## src/rtl/button_pulse_conditioner.sv

```systemverilog
// Debounces BTN_W raw active-low pushbuttons into one-cycle active-low press pulses plus a clean level.
// Press/release are accepted DEBOUNCE_CYCLES+1 edges after the new raw level is first sampled.
module button_pulse_conditioner #(
    parameter int BTN_W           = 2,
    parameter int DEBOUNCE_CYCLES = 500_000,
    parameter int CNT_W           = $clog2(DEBOUNCE_CYCLES + 1)
) (
    input  logic             clk,
    input  logic             rst,
    input  logic [BTN_W-1:0] btn_raw_n,
    output logic [BTN_W-1:0] press_n,
    output logic [BTN_W-1:0] btn_level
);

    typedef enum logic [1:0] {
        S_IDLE,
        S_PRESS_WAIT,
        S_PRESSED,
        S_RELEASE_WAIT
    } state_t;

    localparam logic [CNT_W-1:0] CNT_ZERO = '0;
    localparam logic [CNT_W-1:0] CNT_ONE  = CNT_W'(1);
    localparam logic [CNT_W-1:0] CNT_LAST = CNT_W'(DEBOUNCE_CYCLES - 1);

    for (genvar g = 0; g < BTN_W; g++) begin : g_ch
        logic             r_meta_n;
        logic             r_sync_n;
        state_t           r_state;
        logic [CNT_W-1:0] r_cnt;
        logic             r_press_n;
        logic             r_level;

        always_ff @(posedge clk) begin
            if (rst) begin
                r_meta_n  <= 1'b1;
                r_sync_n  <= 1'b1;
                r_state   <= S_IDLE;
                r_cnt     <= CNT_ZERO;
                r_press_n <= 1'b1;
                r_level   <= 1'b0;
            end else begin
                r_meta_n  <= btn_raw_n[g];
                r_sync_n  <= r_meta_n;
                // Pulse is a single cycle: default high, only the accepting edge drives it low.
                r_press_n <= 1'b1;
                case (r_state)
                    S_IDLE: begin
                        if (!r_sync_n) begin
                            r_state <= S_PRESS_WAIT;
                            r_cnt   <= CNT_ONE;
                        end else begin
                            r_cnt   <= CNT_ZERO;
                        end
                    end
                    S_PRESS_WAIT: begin
                        if (r_sync_n) begin
                            r_state <= S_IDLE;
                            r_cnt   <= CNT_ZERO;
                        end else if (r_cnt == CNT_LAST) begin
                            r_state   <= S_PRESSED;
                            r_cnt     <= CNT_ZERO;
                            r_press_n <= 1'b0;
                            r_level   <= 1'b1;
                        end else begin
                            r_cnt <= r_cnt + CNT_ONE;
                        end
                    end
                    S_PRESSED: begin
                        r_cnt <= CNT_ZERO;
                        if (r_sync_n) begin
                            r_state <= S_RELEASE_WAIT;
                            r_cnt   <= CNT_ONE;
                        end
                    end
                    S_RELEASE_WAIT: begin
                        // A dip back low is bounce: return to PRESSED without a new pulse.
                        if (!r_sync_n) begin
                            r_state <= S_PRESSED;
                            r_cnt   <= CNT_ZERO;
                        end else if (r_cnt == CNT_LAST) begin
                            r_state <= S_IDLE;
                            r_cnt   <= CNT_ZERO;
                            r_level <= 1'b0;
                        end else begin
                            r_cnt <= r_cnt + CNT_ONE;
                        end
                    end
                    default: begin
                        r_state <= S_IDLE;
                        r_cnt   <= CNT_ZERO;
                    end
                endcase
            end
        end

        assign press_n[g]   = r_press_n;
        assign btn_level[g] = r_level;
    end

endmodule

```

## config.mk

```make
export PLATFORM = sky130hd
export DESIGN_NAME = button_pulse_conditioner
export DESIGN_NICKNAME = d
export VERILOG_FILES = /design/src/rtl/button_pulse_conditioner.sv
export SDC_FILE = /design/constraint.sdc
export NUM_CORES = 1
export LEC_CHECK = 0
export BUFFER_PORTS_ARGS = -buffer_cell sky130_fd_sc_hd__buf_2
export CORE_ASPECT_RATIO = 1.4
export CORE_UTILIZATION = 55
export DETAILED_ROUTE_END_ITERATION = 10
export PLACE_DENSITY = 0.72
export SLEW_MARGIN = 20
export SYNTH_ARGS = -nofsm -noshare
export SYNTH_HDL_FRONTEND = slang
export SYNTH_SLANG_ARGS = --single-unit
export TNS_END_PERCENT = 20
```

## constraint.sdc

```tcl
create_clock -name clk -period 3.7 [get_ports clk]
set_input_delay 0.37 -clock clk [delete_from_list [all_inputs] [get_ports clk]]
set_output_delay 0.37 -clock clk [all_outputs]
set_load 0.01 [all_outputs]
```

== Yosys cells after proc, flatten, opt, wreduce, memory -nomap -nowiden ==
Index checks and enable logic that the tools add are counted.

* Logic and storage cells: 88
* Flip-flop bits (word level): 50
* Output and inout port bits: 4

* Add/subtract/negate cells: 2
* Reduce and logical (&&, ||, !) cells: 10
* Bitwise logic cells: 2
* Equality and inequality tests: 24
* Muxes and demuxes: 38

{| class="wikitable"
|+ Operators by type and width
! kind !! number
|-
| case mux 19 bit (4 select lines) || 2
|-
| two-way mux 19 bit || 6
|-
| adder 19 x 1 -> 19 bit, second input constant || 2
|-
| == test 19 bit, second input constant || 2
|-
| two-way mux 2 bit || 12
|-
| inequality test 2 bit, second input constant || 12
|-
| case mux 2 bit (4 select lines) || 2
|-
| two-way mux 1 bit || 14
|-
| inequality test 3 bit, second input constant || 4
|-
| AND reduction 5 bit || 2
|-
| == test 2 bit, second input constant || 4
|-
| AND reduction 4 bit || 2
|-
| OR reduction 3 bit || 2
|-
| == test 2 x 1 -> 1 bit, second input constant || 2
|-
| zero test 2 bit || 2
|-
| case mux 1 bit (2 select lines) || 2
|-
| nonzero test 2 bit || 2
|-
| inverter 1 bit || 2
|}

== Longest topological paths before layout ==
* Depth in word-level cells: 4
* Gate-level depth with buffers: 7
* Mapped depth without buffers: 5

== Worst setup path before layout ==
Ideal clock, no wire load.

* Path kind: register to register
* Start point: reg g_ch[1].r_cnt[6]
* End point: reg g_ch[1].r_level
* Period minus slack after synthesis: 2145 ps
* Cell stages (with the launch flop): 6
* Setup slack: 1555 ps
* Data arrival time: 2071 ps
* Buffers on the path: 1
* Cells stage by stage: dfxtp_1 > or4_1 > or4_1 > clkbuf_2 > or4_1 > a31oi_1

* Cells in the longest elaborated chain, start to end: 3

{| class="wikitable"
|+ RTL lines
! element !! RTL line !! RTL
|-
| start: declaration || 30 || <nowiki>logic [CNT_W-1:0] r_cnt;</nowiki>
|-
| start signal: assignment || 66 || <nowiki>r_cnt <= r_cnt + CNT_ONE;</nowiki>
|-
| start signal: assignment || 86 || <nowiki>r_cnt <= r_cnt + CNT_ONE;</nowiki>
|-
| == test 19 bit (*) || 60, 81 ||
|-
| inequality test 2 bit (no line) || - ||
|-
| AND reduction 5 bit (no line) (*) || - ||
|-
| end signal: assignment || 41 || <nowiki>r_level <= 1'b0;</nowiki>
|-
| end signal: assignment || 64 || <nowiki>r_level <= 1'b1;</nowiki>
|-
| end signal: assignment || 84 || <nowiki>r_level <= 1'b0;</nowiki>
|-
| end: declaration || 32 || <nowiki>logic r_level;</nowiki>
|}

Mark *: on every way between the ends. The rest lies on a longest branch, timed or not.
A chain may end at the register's enable or synchronous reset.

== Worst setup path in the final report ==
* Start point: reg g_ch[1].r_cnt[6]
* End point: reg g_ch[1].r_cnt[8]

* Cells in the longest elaborated chain, start to end: 4

{| class="wikitable"
|+ RTL lines
! element !! RTL line !! RTL
|-
| adder 19 x 1 -> 19 bit / == test 19 bit (equally long branches) || - ||
|-
| two-way mux 19 bit (*) || 60, 81 ||
|-
| two-way mux 19 bit (on tied branches) || 78, 57 ||
|-
| case mux 19 bit (4 select lines) (*) || 47 || <nowiki>case (r_state)</nowiki>
|}

Marks and branches as above.

==> impl_metrics.yaml <==
die:
  core_area_um2: 3741
  pin_count: 8
  start_util_pct: 58.46
  die_w_um: 55.30
  die_area_um2: 4236
  die_y_um: 76.62
  row_count: 26
worst_setup_path:
  slowest_stage: "or4_1"
  cp_max_fo: 16
  critPathTopFamily: "simple AND/OR/NAND/NOR gates"
  reg2reg_setup_slack_ns: 1.36
  cp_num_cells: 4
  path_cells: "or4_1 -> or4_1 -> o21bai_2 -> nor2_1"
  path_buf_inv: 0
  startpoint_type: "register"
  timing.rr.end: "g_ch[1].r_cnt[8]$_SDFF_PP0_"
  cp_data_required_time_ns: 3.86
  worstReg2RegStart: "g_ch[1].r_cnt[6]$_SDFF_PP0_"
  crit_type: "register to register"
  slowest_delay_ns: 0.63
  critPathArrivalTime_ns: 2.50
  cp_common_cell: "or4_1"
  rr_worst_depth: 4
  cp-end-kind: "register"
timing:
  clock_skew_ns: 0.004516
  fmax_mhz: 428.1
  max-slew-margin-rel_pct: 57.48
  tns_ns: 0
  layout_min_cycle_time_ns: 2.336
  fin_crit_sh_pct: 63.14
  setup_viol: 0
  tightest_slew_ns: 0.6374
  finalHoldViolations: 0
  maxSlewViolCount: 0
  rsz0062_at_grt: "no"
clock_tree:
  cts_made_buffers: 5
  cts_resized: 0
  path_clk_slew_ns: 0.08
  clockRootBuffer: "clkbuf_8"
  clock-sinks: 50
  cts_setup_buffers: 0
  tritoncts: "done"
  ctsHoldBuffers: 0
  clock_path_buffers: 2
  h-tree-depth: 2
  clkLatencyLatePin_ns: 0.30
synthesis:
  synth.area.top_cells: "dfxtp_1 46%, xor2_1 7.6%, nor2_1 4.8%"
  ys.flop_type: "dfxtp_1"
  synth_enable_flop_cells: 0
  netlist_area_um2: 2187
  postSynth.asyncResetShare_pct: 0
  synth_cell_types: 37
  synth_cells: 251
  ys_ff_latch: 50
  synth.top_cell.area_share_pct: 45.77
  yosysWarningCount: 0
  synth_seq_area_share_pct: 45.77
  yosysTopAreaCell: "dfxtp_1"
  syn_nets: 257
  syn_area_per_cell_um2: 8.714
routing:
  wl_per_cell_um: 12.67
  routed_wirelength_um: 3750
  dr.pass1.iters: 4
  vias_per_cell: 5.608
  ant_nets: 0
  vias: 1660
  drc: 0
  drtIter0Drc: 87
global_routing:
  grt_pass1_vias: 1615
  grt_first_pass_wirelength_um: 6775
  overflow: 0
  gr-usage-all-layers_pct: 19.92
  grt_start_max_net_pins: 17
  antenna_found_initial: 0
final_layout:
  nets: 259
  final_cell_area_um2: 2306
  fin_util_pct: 61.64
  antenna_cells: 0
  drive_above_1_share_pct: 9.449
  instances_no_fill: 296
  area_delta_synth_final_pct: 5.435
hold_path:
  hold_depth: 2
  min_path_type: "input pin to register"
  hold_path_end: "g_ch[0].r_meta_n$_SDFF_PP1_"
  hp-start: "btn_raw_n[0]"
placed_design:
  place_hpwl_um: 2690
  dp.cells: 288
  gp_congestion: 0.7868
  portBuffers: 7
  place_area_um2: 2215
pwr:
  leakage_nw: 0.7107
  peakVddDrop_mv: 0.3309
  report.power.total_w: 0.0008786
  power_density_nw_per_um2: 381.0
outcome:
  outcome: "finished clean"
run:
  cap_viol_max_count: 0
[cells in the mapped netlist (2+ instances only)]
cell / n
dfxtp_1: 50
nor2_1: 28
nand3_1: 20
xor2_1: 19
a21oi_1: 15
nand2_1: 14
o21ai_0: 14
or3_1: 12
nand4_1: 11
or4_1: 8
inv_1: 7
clkbuf_1: 6
and4_1: 5
xnor2_1: 5
buf_4: 4
or2_2: 4
o31ai_1: 3
a31oi_1: 2
buf_2: 2
ha_1: 2
nor3_1: 2
nor4b_1: 2
o21bai_1: 2
[metrics by stage]
step	hold slack, ns	setup slack [ns]
finish	0.2492	1.364
global route	0.2332	1.173
global placement	0.3919	1.407
floorplan	0.3895	1.555
detailed placement	0.3923	1.350
CTS	0.2350	1.331
[area by class of cell]
class / count / area (um^2)
Clock buffer: 7 / 86.33
Clock inverter: 1 / 5.005
Fill cell: 315 / 1435
Inverter: 7 / 26.28
Multi-Input combinational cell: 181 / 1092
Sequential cell: 50 / 1001
Tap cell: 42 / 52.55
Timing Repair Buffer: 8 / 42.54
[logic make-up (layout without fill, tap and decap cells)]
kind of cell,after synthesis,after routing,synth area share [%]
xor gates and xnor gates,24,24,9.611
buffers and inverters,20,23,4.291
adders and majority gates,2,2,1.144
and+or+nand+nor,116,116,28.95
AOI/OAI and AO/OA,39,39,10.24
DFF,50,50,45.77
[cells in the final DEF, fill, tap and decap left out, types with 2 or more instances in the layout]
master / count
nor3_1: 2
or3_1: 12
xnor2_1: 5
o31ai_1: 3
o21bai_1: 2
dfxtp_1: 50
nand2_1: 14
clkbuf_8: 6
nor4b_1: 2
o21ai_0: 14
or2_2: 4
nand3_1: 20
nand4_1: 11
nor2_1: 28
a31oi_1: 2
a21oi_1: 15
inv_1: 7
ha_1: 2
or4_1: 8
buf_2: 7
and4_1: 5
xor2_1: 19
[sequential cells by signal (all words and copies together), names as in the netlist, named ones only]
| name | flops |
|---|---|
| g_ch.r_sync_n | 2 |
| g_ch.r_press_n | 2 |
| g_ch.r_meta_n | 2 |
| g_ch.r_state | 2 |
| g_ch.r_level | 2 |
| g_ch.r_cnt | 38 |
[report_power, final]
part	switching [W]	leakage, nW	internal [W]	total [W]
sequential	0.00000345	0.404	0.000543	0.000546
clock	0.000166	0.0482	0.000151	0.000317
combinational	0.00000768	0.258	0.00000774	0.0000154
[layer usage]
| metal | track usage [%] | vias to the layer above | share of wire (%) |
|---|---|---|---|
| met1 | 21.40 | 750 | 43 |
| met3 | 5.093 | 8 | 2.1 |
| li1 | - | 889 | - |
| met5 | 0 | - | 0 |
| met4 | 10.00 | 0 | 2.1 |
| met2 | 35.42 | 13 | 53 |
[worst max path at each step]
stage	start	to	slack, ns
5_1_grt	g_ch[1].r_cnt[6]$_SDFF_PP0_	g_ch[1].r_cnt[8]$_SDFF_PP0_	1.17
3_3_place_gp	g_ch[1].r_cnt[6]$_SDFF_PP0_	g_ch[1].r_cnt[9]$_SDFF_PP0_	1.41
3_5_place_dp	g_ch[1].r_cnt[6]$_SDFF_PP0_	g_ch[1].r_cnt[8]$_SDFF_PP0_	1.35
2_1_floorplan	g_ch[1].r_cnt[6]$_SDFF_PP0_	g_ch[1].r_level$_SDFFE_PP0P_	1.55
6_report	g_ch[1].r_cnt[6]$_SDFF_PP0_	g_ch[1].r_cnt[8]$_SDFF_PP0_	1.36
4_1_cts	g_ch[1].r_cnt[6]$_SDFF_PP0_	g_ch[1].r_cnt[8]$_SDFF_PP0_	1.33
Note: power is estimated with default switching activity, not from simulation.
